===== src/rtl/mem_port_arbiter.sv =====
// Two-requester RAM port arbiter. Round-robin on ties, one RAM access in flight,
// fixed RD_LAT-cycle access window followed by a one-cycle ready pulse.
module mem_port_arbiter #(
  parameter int RD_LAT = 1,
  parameter int AW     = 32
) (
  input  logic          clk,
  input  logic          rst,
  input  logic          m0_req,
  input  logic          m0_we,
  input  logic [AW-1:0] m0_addr,
  input  logic [31:0]   m0_wdata,
  output logic [31:0]   m0_rdata,
  output logic          m0_ready,
  input  logic          m1_req,
  input  logic          m1_we,
  input  logic [AW-1:0] m1_addr,
  input  logic [31:0]   m1_wdata,
  output logic [31:0]   m1_rdata,
  output logic          m1_ready,
  output logic          mem_en,
  output logic          mem_we,
  output logic [AW-1:0] mem_addr,
  output logic [31:0]   mem_wdata,
  input  logic [31:0]   mem_rdata,
  output logic          busy
);

  typedef enum logic [1:0] {S_IDLE = 2'd0, S_ACCESS = 2'd1, S_DONE = 2'd2} state_t;

  state_t        r_state, w_next;
  logic [2:0]    r_cnt;
  logic          r_last;  // 1 = m1 owns / was granted last
  logic          r_en, r_we, r_rdy0, r_rdy1, r_busy;
  logic [AW-1:0] r_addr;
  logic [31:0]   r_wdata, r_rd0, r_rd1;
  logic          w_any, w_pick, w_last_acc;
  logic          w_en_nxt, w_rdy0_nxt, w_rdy1_nxt, w_busy_nxt;

  assign w_any      = m0_req | m1_req;
  // m1 wins when alone, or on a tie when m0 was granted last
  assign w_pick     = m1_req & (~m0_req | ~r_last);
  assign w_last_acc = (r_state == S_ACCESS) && (r_cnt == 3'd1);

  always_ff @(posedge clk) begin
    if (rst) r_state <= S_IDLE;
    else     r_state <= w_next;
  end

  always_comb begin
    w_next = r_state;
    case (r_state)
      S_IDLE:   if (w_any) w_next = S_ACCESS;
      S_ACCESS: if (r_cnt == 3'd1) w_next = S_DONE;
      S_DONE:   w_next = S_IDLE;
      default:  w_next = S_IDLE;
    endcase
  end

  always_comb begin
    w_en_nxt   = (r_state == S_IDLE) && w_any;
    w_rdy0_nxt = w_last_acc && !r_last;
    w_rdy1_nxt = w_last_acc && r_last;
    w_busy_nxt = (w_next != S_IDLE);
  end

  always_ff @(posedge clk) begin
    if (rst) begin
      r_cnt   <= '0;
      r_last  <= 1'b1;
      r_en    <= 1'b0;
      r_we    <= 1'b0;
      r_addr  <= '0;
      r_wdata <= '0;
      r_rd0   <= '0;
      r_rd1   <= '0;
      r_rdy0  <= 1'b0;
      r_rdy1  <= 1'b0;
      r_busy  <= 1'b0;
    end else begin
      r_en   <= w_en_nxt;
      r_rdy0 <= w_rdy0_nxt;
      r_rdy1 <= w_rdy1_nxt;
      r_busy <= w_busy_nxt;
      case (r_state)
        S_IDLE: if (w_any) begin
          r_last  <= w_pick;
          r_cnt   <= 3'(RD_LAT);
          r_we    <= w_pick ? m1_we    : m0_we;
          r_addr  <= w_pick ? m1_addr  : m0_addr;
          r_wdata <= w_pick ? m1_wdata : m0_wdata;
        end
        S_ACCESS: begin
          r_cnt <= r_cnt - 3'd1;
          // write transactions leave both rdata registers untouched
          if (r_cnt == 3'd1 && !r_we) begin
            if (r_last) r_rd1 <= mem_rdata;
            else        r_rd0 <= mem_rdata;
          end
        end
        S_DONE:  r_we <= 1'b0;
        default: ;
      endcase
    end
  end

  assign mem_en    = r_en;
  assign mem_we    = r_we;
  assign mem_addr  = r_addr;
  assign mem_wdata = r_wdata;
  assign m0_rdata  = r_rd0;
  assign m1_rdata  = r_rd1;
  assign m0_ready  = r_rdy0;
  assign m1_ready  = r_rdy1;
  assign busy      = r_busy;

endmodule


===== config.mk =====
export PLATFORM = sky130hd
export DESIGN_NAME = mem_port_arbiter
export DESIGN_NICKNAME = d
export VERILOG_FILES = /design/src/rtl/mem_port_arbiter.sv
export SDC_FILE = /design/constraint.sdc
export NUM_CORES = 1
export LEC_CHECK = 0
export ABC_AREA = 1
export BUFFER_PORTS_ARGS = -buffer_cell sky130_fd_sc_hd__buf_2
export CORE_MARGIN = 5
export CORE_UTILIZATION = 45
export CTS_CLUSTER_DIAMETER = 200
export DETAILED_ROUTE_END_ITERATION = 8
export PLACE_DENSITY_LB_ADDON = 0.08
export SLEW_MARGIN = 20
export SYNTH_ARGS = -nofsm -noshare
export SYNTH_HDL_FRONTEND = slang
export SYNTH_SLANG_ARGS = --single-unit

===== constraint.sdc =====
create_clock -name clk -period 3.4 [get_ports clk]
set_clock_uncertainty 0.15 [all_clocks]
set_input_delay 0.34 -clock clk [delete_from_list [all_inputs] [get_ports clk]]
set_output_delay 0.34 -clock clk [all_outputs]
set_load 0.05 [all_outputs]

======== Word-level counts from Yosys, hierarchy flattened ========
Index checks and enable logic that the tools add are counted.
storage, ports and cells
  register bits ........................... 139
  bits in latches ......................... 0
  memory bits (writable) .................. 0
  bits in read-only memories .............. 0
  memories kept ........................... 0
operators by class
  add/sub/neg operators ................... 1
  $mul .................................... 0
  divide/modulo/power cells ............... 0
  magnitude comparators ................... 0
  equal/unequal tests ..................... 4
  shift-type cells ........................ 0
  mux-type cells .......................... 10
  bitwise gates (word level) .............. 5
  reduce and logical (&&, ||, !) cells .... 16
operators with widths
  kind                                              number
  2-to-1 mux 32 bit                                 2
  one-hot mux 3 bit (2 select lines)                1
  AND reduction 2 bit                               3
  AND reduction 3 bit                               2
  nonzero test 2 bit                                3
  logical AND 1 bit                                 5
  2-to-1 mux 2 bit                                  2
  one-hot mux 2 bit (2 select lines)                1
  == test 3 x 1 -> 1 bit, second input constant     1
  2-to-1 mux 3 bit                                  1
  subtractor 3 x 1 -> 3 bit, second input constant  1
  == test 2 x 1 -> 1 bit, second input constant     1
  == test 2 bit, second input constant              1
  logical NOT 1 bit                                 2
  logical NOT 2 bit                                 1
  2-to-1 mux 1 bit                                  2
  inequality test 2 bit, second input constant      1
  NOT 1 bit                                         2
  OR 1 bit                                          2
  one-hot mux 1 bit (2 select lines)                1
  bitwise AND 1 bit                                 1

======== Depth between registers and ports, before layout ========
  word-level depth ........................ 6
  mapped depth ............................ 9

======== Worst setup path before layout ========
Ideal clock, no wire load.
  path kind ............................... flip-flop to flip-flop
  start point ............................. register r_we (netlist: mem_we)
  end point ............................... register r_rd0[10] (netlist: m0_rdata[10])
  setup time .............................. 113 ps
  data arrival time ....................... 1315 ps
  required time ........................... 3137 ps
  slack ................................... 1822 ps
  cell stages (with the launch flop) ...... 7
  path buffers ............................ 1
  cell sequence ........................... dfxtp_1 > nor2_1 > inv_2 > nor2_4 > buf_4 > nor2_1 > nor2_1
on the way
  cells in the longest elaborated chain, start to end .. 3
RTL lines
  item                                  line  text
  start, declared                       34    logic r_en, r_we, r_rdy0, r_rdy1, r_busy;
  start signal, assigned                89    r_we <= w_pick ? m1_we : m0_we;
  logical NOT 1 bit                     96    if (r_cnt == 3'd1 && !r_we) begin
  logical AND 1 bit                     96
  AND reduction 3 bit (no source line)  --
  end signal, assigned                  98    else r_rd0 <= mem_rdata;
  end, declared                         36    logic [31:0] r_wdata, r_rd0, r_rd1;
No other way between the ends.
A chain may end at the register's enable or synchronous reset.

======== Worst setup path in the final report ========
  start point ............................. register r_last
  end point ............................... register r_rd1[18] (netlist: m1_rdata[18])
on the way
  cells in the longest elaborated chain, start to end .. 1
RTL lines
  item                                  line  text
  start, declared                       33    logic r_last;
  start signal, assigned                87    r_last <= w_pick;
  AND reduction 3 bit (no source line)  --
  end signal, assigned                  97    if (r_last) r_rd1 <= mem_rdata;
  end, declared                         36
No other way between the ends.

==> results.txt <==
Final hold violations: 0
Power Dens Cells: 722.0 mW/mm^2
Slew Viols, Final: 0
Drt total wl: 18610 microns
Htree depth: 4
Startpoint types: flop
Hold crit path type: primary input to flop
Synth top cells by count: nor2_1, nand2_1, dfxtp_1
Tmin final: 2.112 ns
Setup Fix Bufs, Post-CTS: 0
Relative slew slack: 0.4686
Post-route ant nets: 0
Reg clk slew, reported paths: 0.06 ns
Synth top area share: 0.4351
Clock sinks: 139
Crit Path Category: flop to flop
Synth area leader: dfxtp_1
GRT Util Overall: 0.2170
Max stage delay on crit path: 0.64 ns
Final net count: 1429
Clk Latency, worst-skew pair: 0.41 ns
P_sw: 2331 uW
Mapped Cells: 997
Asr flop ratio synth: 0
RSZ-0062 raised after global routing: no
Max-cap violations: 0
Net Sw Frac: 0.3786
Warnings, synthesis: 0
RD Place Congestion: 0.8439
Clk root buf: clkbuf_16
Overflow after GRT: 0
Register area: 0.002783 sq mm
Status: finished clean
Most used DFF post-synth: dfxtp_1
Top post-synthesis cells by area: dfxtp_1, nor2_1, nand2_1
Row cnt: 43
Netlist cell types: 19
Synthesized Nets: 1165
Lkg Pwr: 0.004771 uW
Post-synthesis cell area: 0.006396 sq mm
Tightest Pin Transition: 0.7952 ns
Vias in the first global route: 5899
Clk buf depth: 2
Cell Count, Final, Fillers Out: 1455
Setup violators final: 0
Footprint of the multi-input gates: 0.002806 sq mm
Num CTS Buffers: 17
Via count: 6587
Maximum VDD drop: 384.3 uV
CP max FO: 33
Final TNS setup: 0 ns
Most frequent cell after synthesis: nor2_1
Int Power: 3827 uW
Initial antenna violation count: 1
Comb pwr share: 0.329
Vias per std cell: 4.527
I/O pin count: 299
Crit-path cells: inv_2 > nor2_4 > buf_4 > inv_2 > nor2_4 > nor2_1 > nor2_1
DIE HEIGHT: 129.2 microns
CTS resizes: 0
Routed WL per cell: 12.79 microns
Arrival time worst endpoint: 2.31 ns
Chip width: 129.2 microns
First-pass GRT wire length: 29030 microns
Filler cell count in the final layout: 1398
Initial drt markers: 407
Initial Util: 0.4590
Syn Area/Cell: 6.415 sq um
Sequential Power Share: 0.323
Die area: 0.01670 sq mm
Fraction of layout cells with a size suffix above 1: 0.2747
IO Port Bufs: 298
Hold_ws: 0.04011 ns
# DRC: 0
Fmax: 473.5 MHz
Flops & latches, synth: 139
Post-synthesis sequential area ratio: 0.4351
HPWL Detailed: 13440 microns
Final Cycle Share: 0.6211
Critical-path top delay cell: nor2_4
Worst path required time: 3.60 ns
Layout area overhead: 33.37%
DR pass1 iterations: 5
Clk network pwr share: 0.349
Core area: 0.01393 sq mm
Number of synthesized flops with an enable pin: 0
Placed instance count: 1422
CTS tree: built
Largest net degree at the start of global routing: 97
Crit. End Element: flop
CTS Hold Bufs: 0
## kinds of logic after synthesis
| logic type | synth area share |
|---|---|
| DFF | 0.4351 |
| buffers and inverters | 0.1285 |
| adders and majority gates | 0.003912 |
| and+or+nand+nor | 0.3730 |
| AOI/OAI and AO/OA | 0.05947 |
## per-stage QoR
stage               cell area, sq um  total power [uW]    util  worst slack (ns)
detailed placement              7834              4050  0.5622             1.322
global route                    8528              6474  0.6120             1.112
CTS                             8528              6209  0.6120             1.292
finish                          8531              6159  0.6122             1.288
floorplan                       6396              3583       -             1.822
global placement                7834              4036  0.5622             1.352
## layout make-up
cell class                 count  share of cell area
multi-input combinational    683              0.3290
sequential                   139              0.3262
timing repair buffer         306              0.1863
clock buffer                  22             0.05676
inverter                     114             0.05045
tap                          180             0.02640
clock inverter                10             0.02464
antenna                        1           0.0002933
## metal layers
metal	up-vias	share of wire	GRT usage
met1	2812	0.41	0.2647
met4	2	0.016	0.07103
met2	224	0.48	0.3576
met3	24	0.10	0.07791
li1	3525	-	-
met5	-	0.00038	0
## final timing paths
kind	slack, ns	from	depth (start not counted)	to
setup / recovery	1.29	r_last	7	m1_rdata[18]
hold reg to reg	0.31	m0_rdata[18]	2	m0_rdata[18]
hold / removal	0.04	rst	2	mem_we
setup reg to reg	1.29	r_last	7	m1_rdata[18]
## flip-flops by register name (all words and copies together), names as in the netlist
register   count
mem_addr      32
r_cnt          3
m1_ready       1
r_state        2
r_last         1
mem_we         1
m0_ready       1
mem_wdata     32
m1_rdata      32
m0_rdata      32
busy           1
mem_en         1
## cell usage in the layout, fill, tap and decap left out, drive strengths merged
cell      count
nand3        67
clkbuf       22
nor2        332
a21oi         4
diode         1
ha            2
bufinv        6
o21bai        1
o21ai        68
o22ai         2
clkinvlp      1
nand2       207
dfxtp       139
clkinv        5
inv         112
buf         306
## critical path, delay by kind of cell, from the launching register on
kind,cells,cell delay (ns)
flops,1,0.45
simple gates,4,0.94
buf+inv,3,0.50
## power by group through the flow
stage          Sequential (uW)  Combinational, uW  Clock, uW
2_1_floorplan             2790                789          0
3_3_place_gp              2020               2020          0
3_5_place_dp              2020               2030          0
4_1_cts                   1990               2040       2180
5_1_grt                   2020               2200       2260
6_report                  1990               2030       2150
No activity file was read; power rests on OpenSTA's default activity.
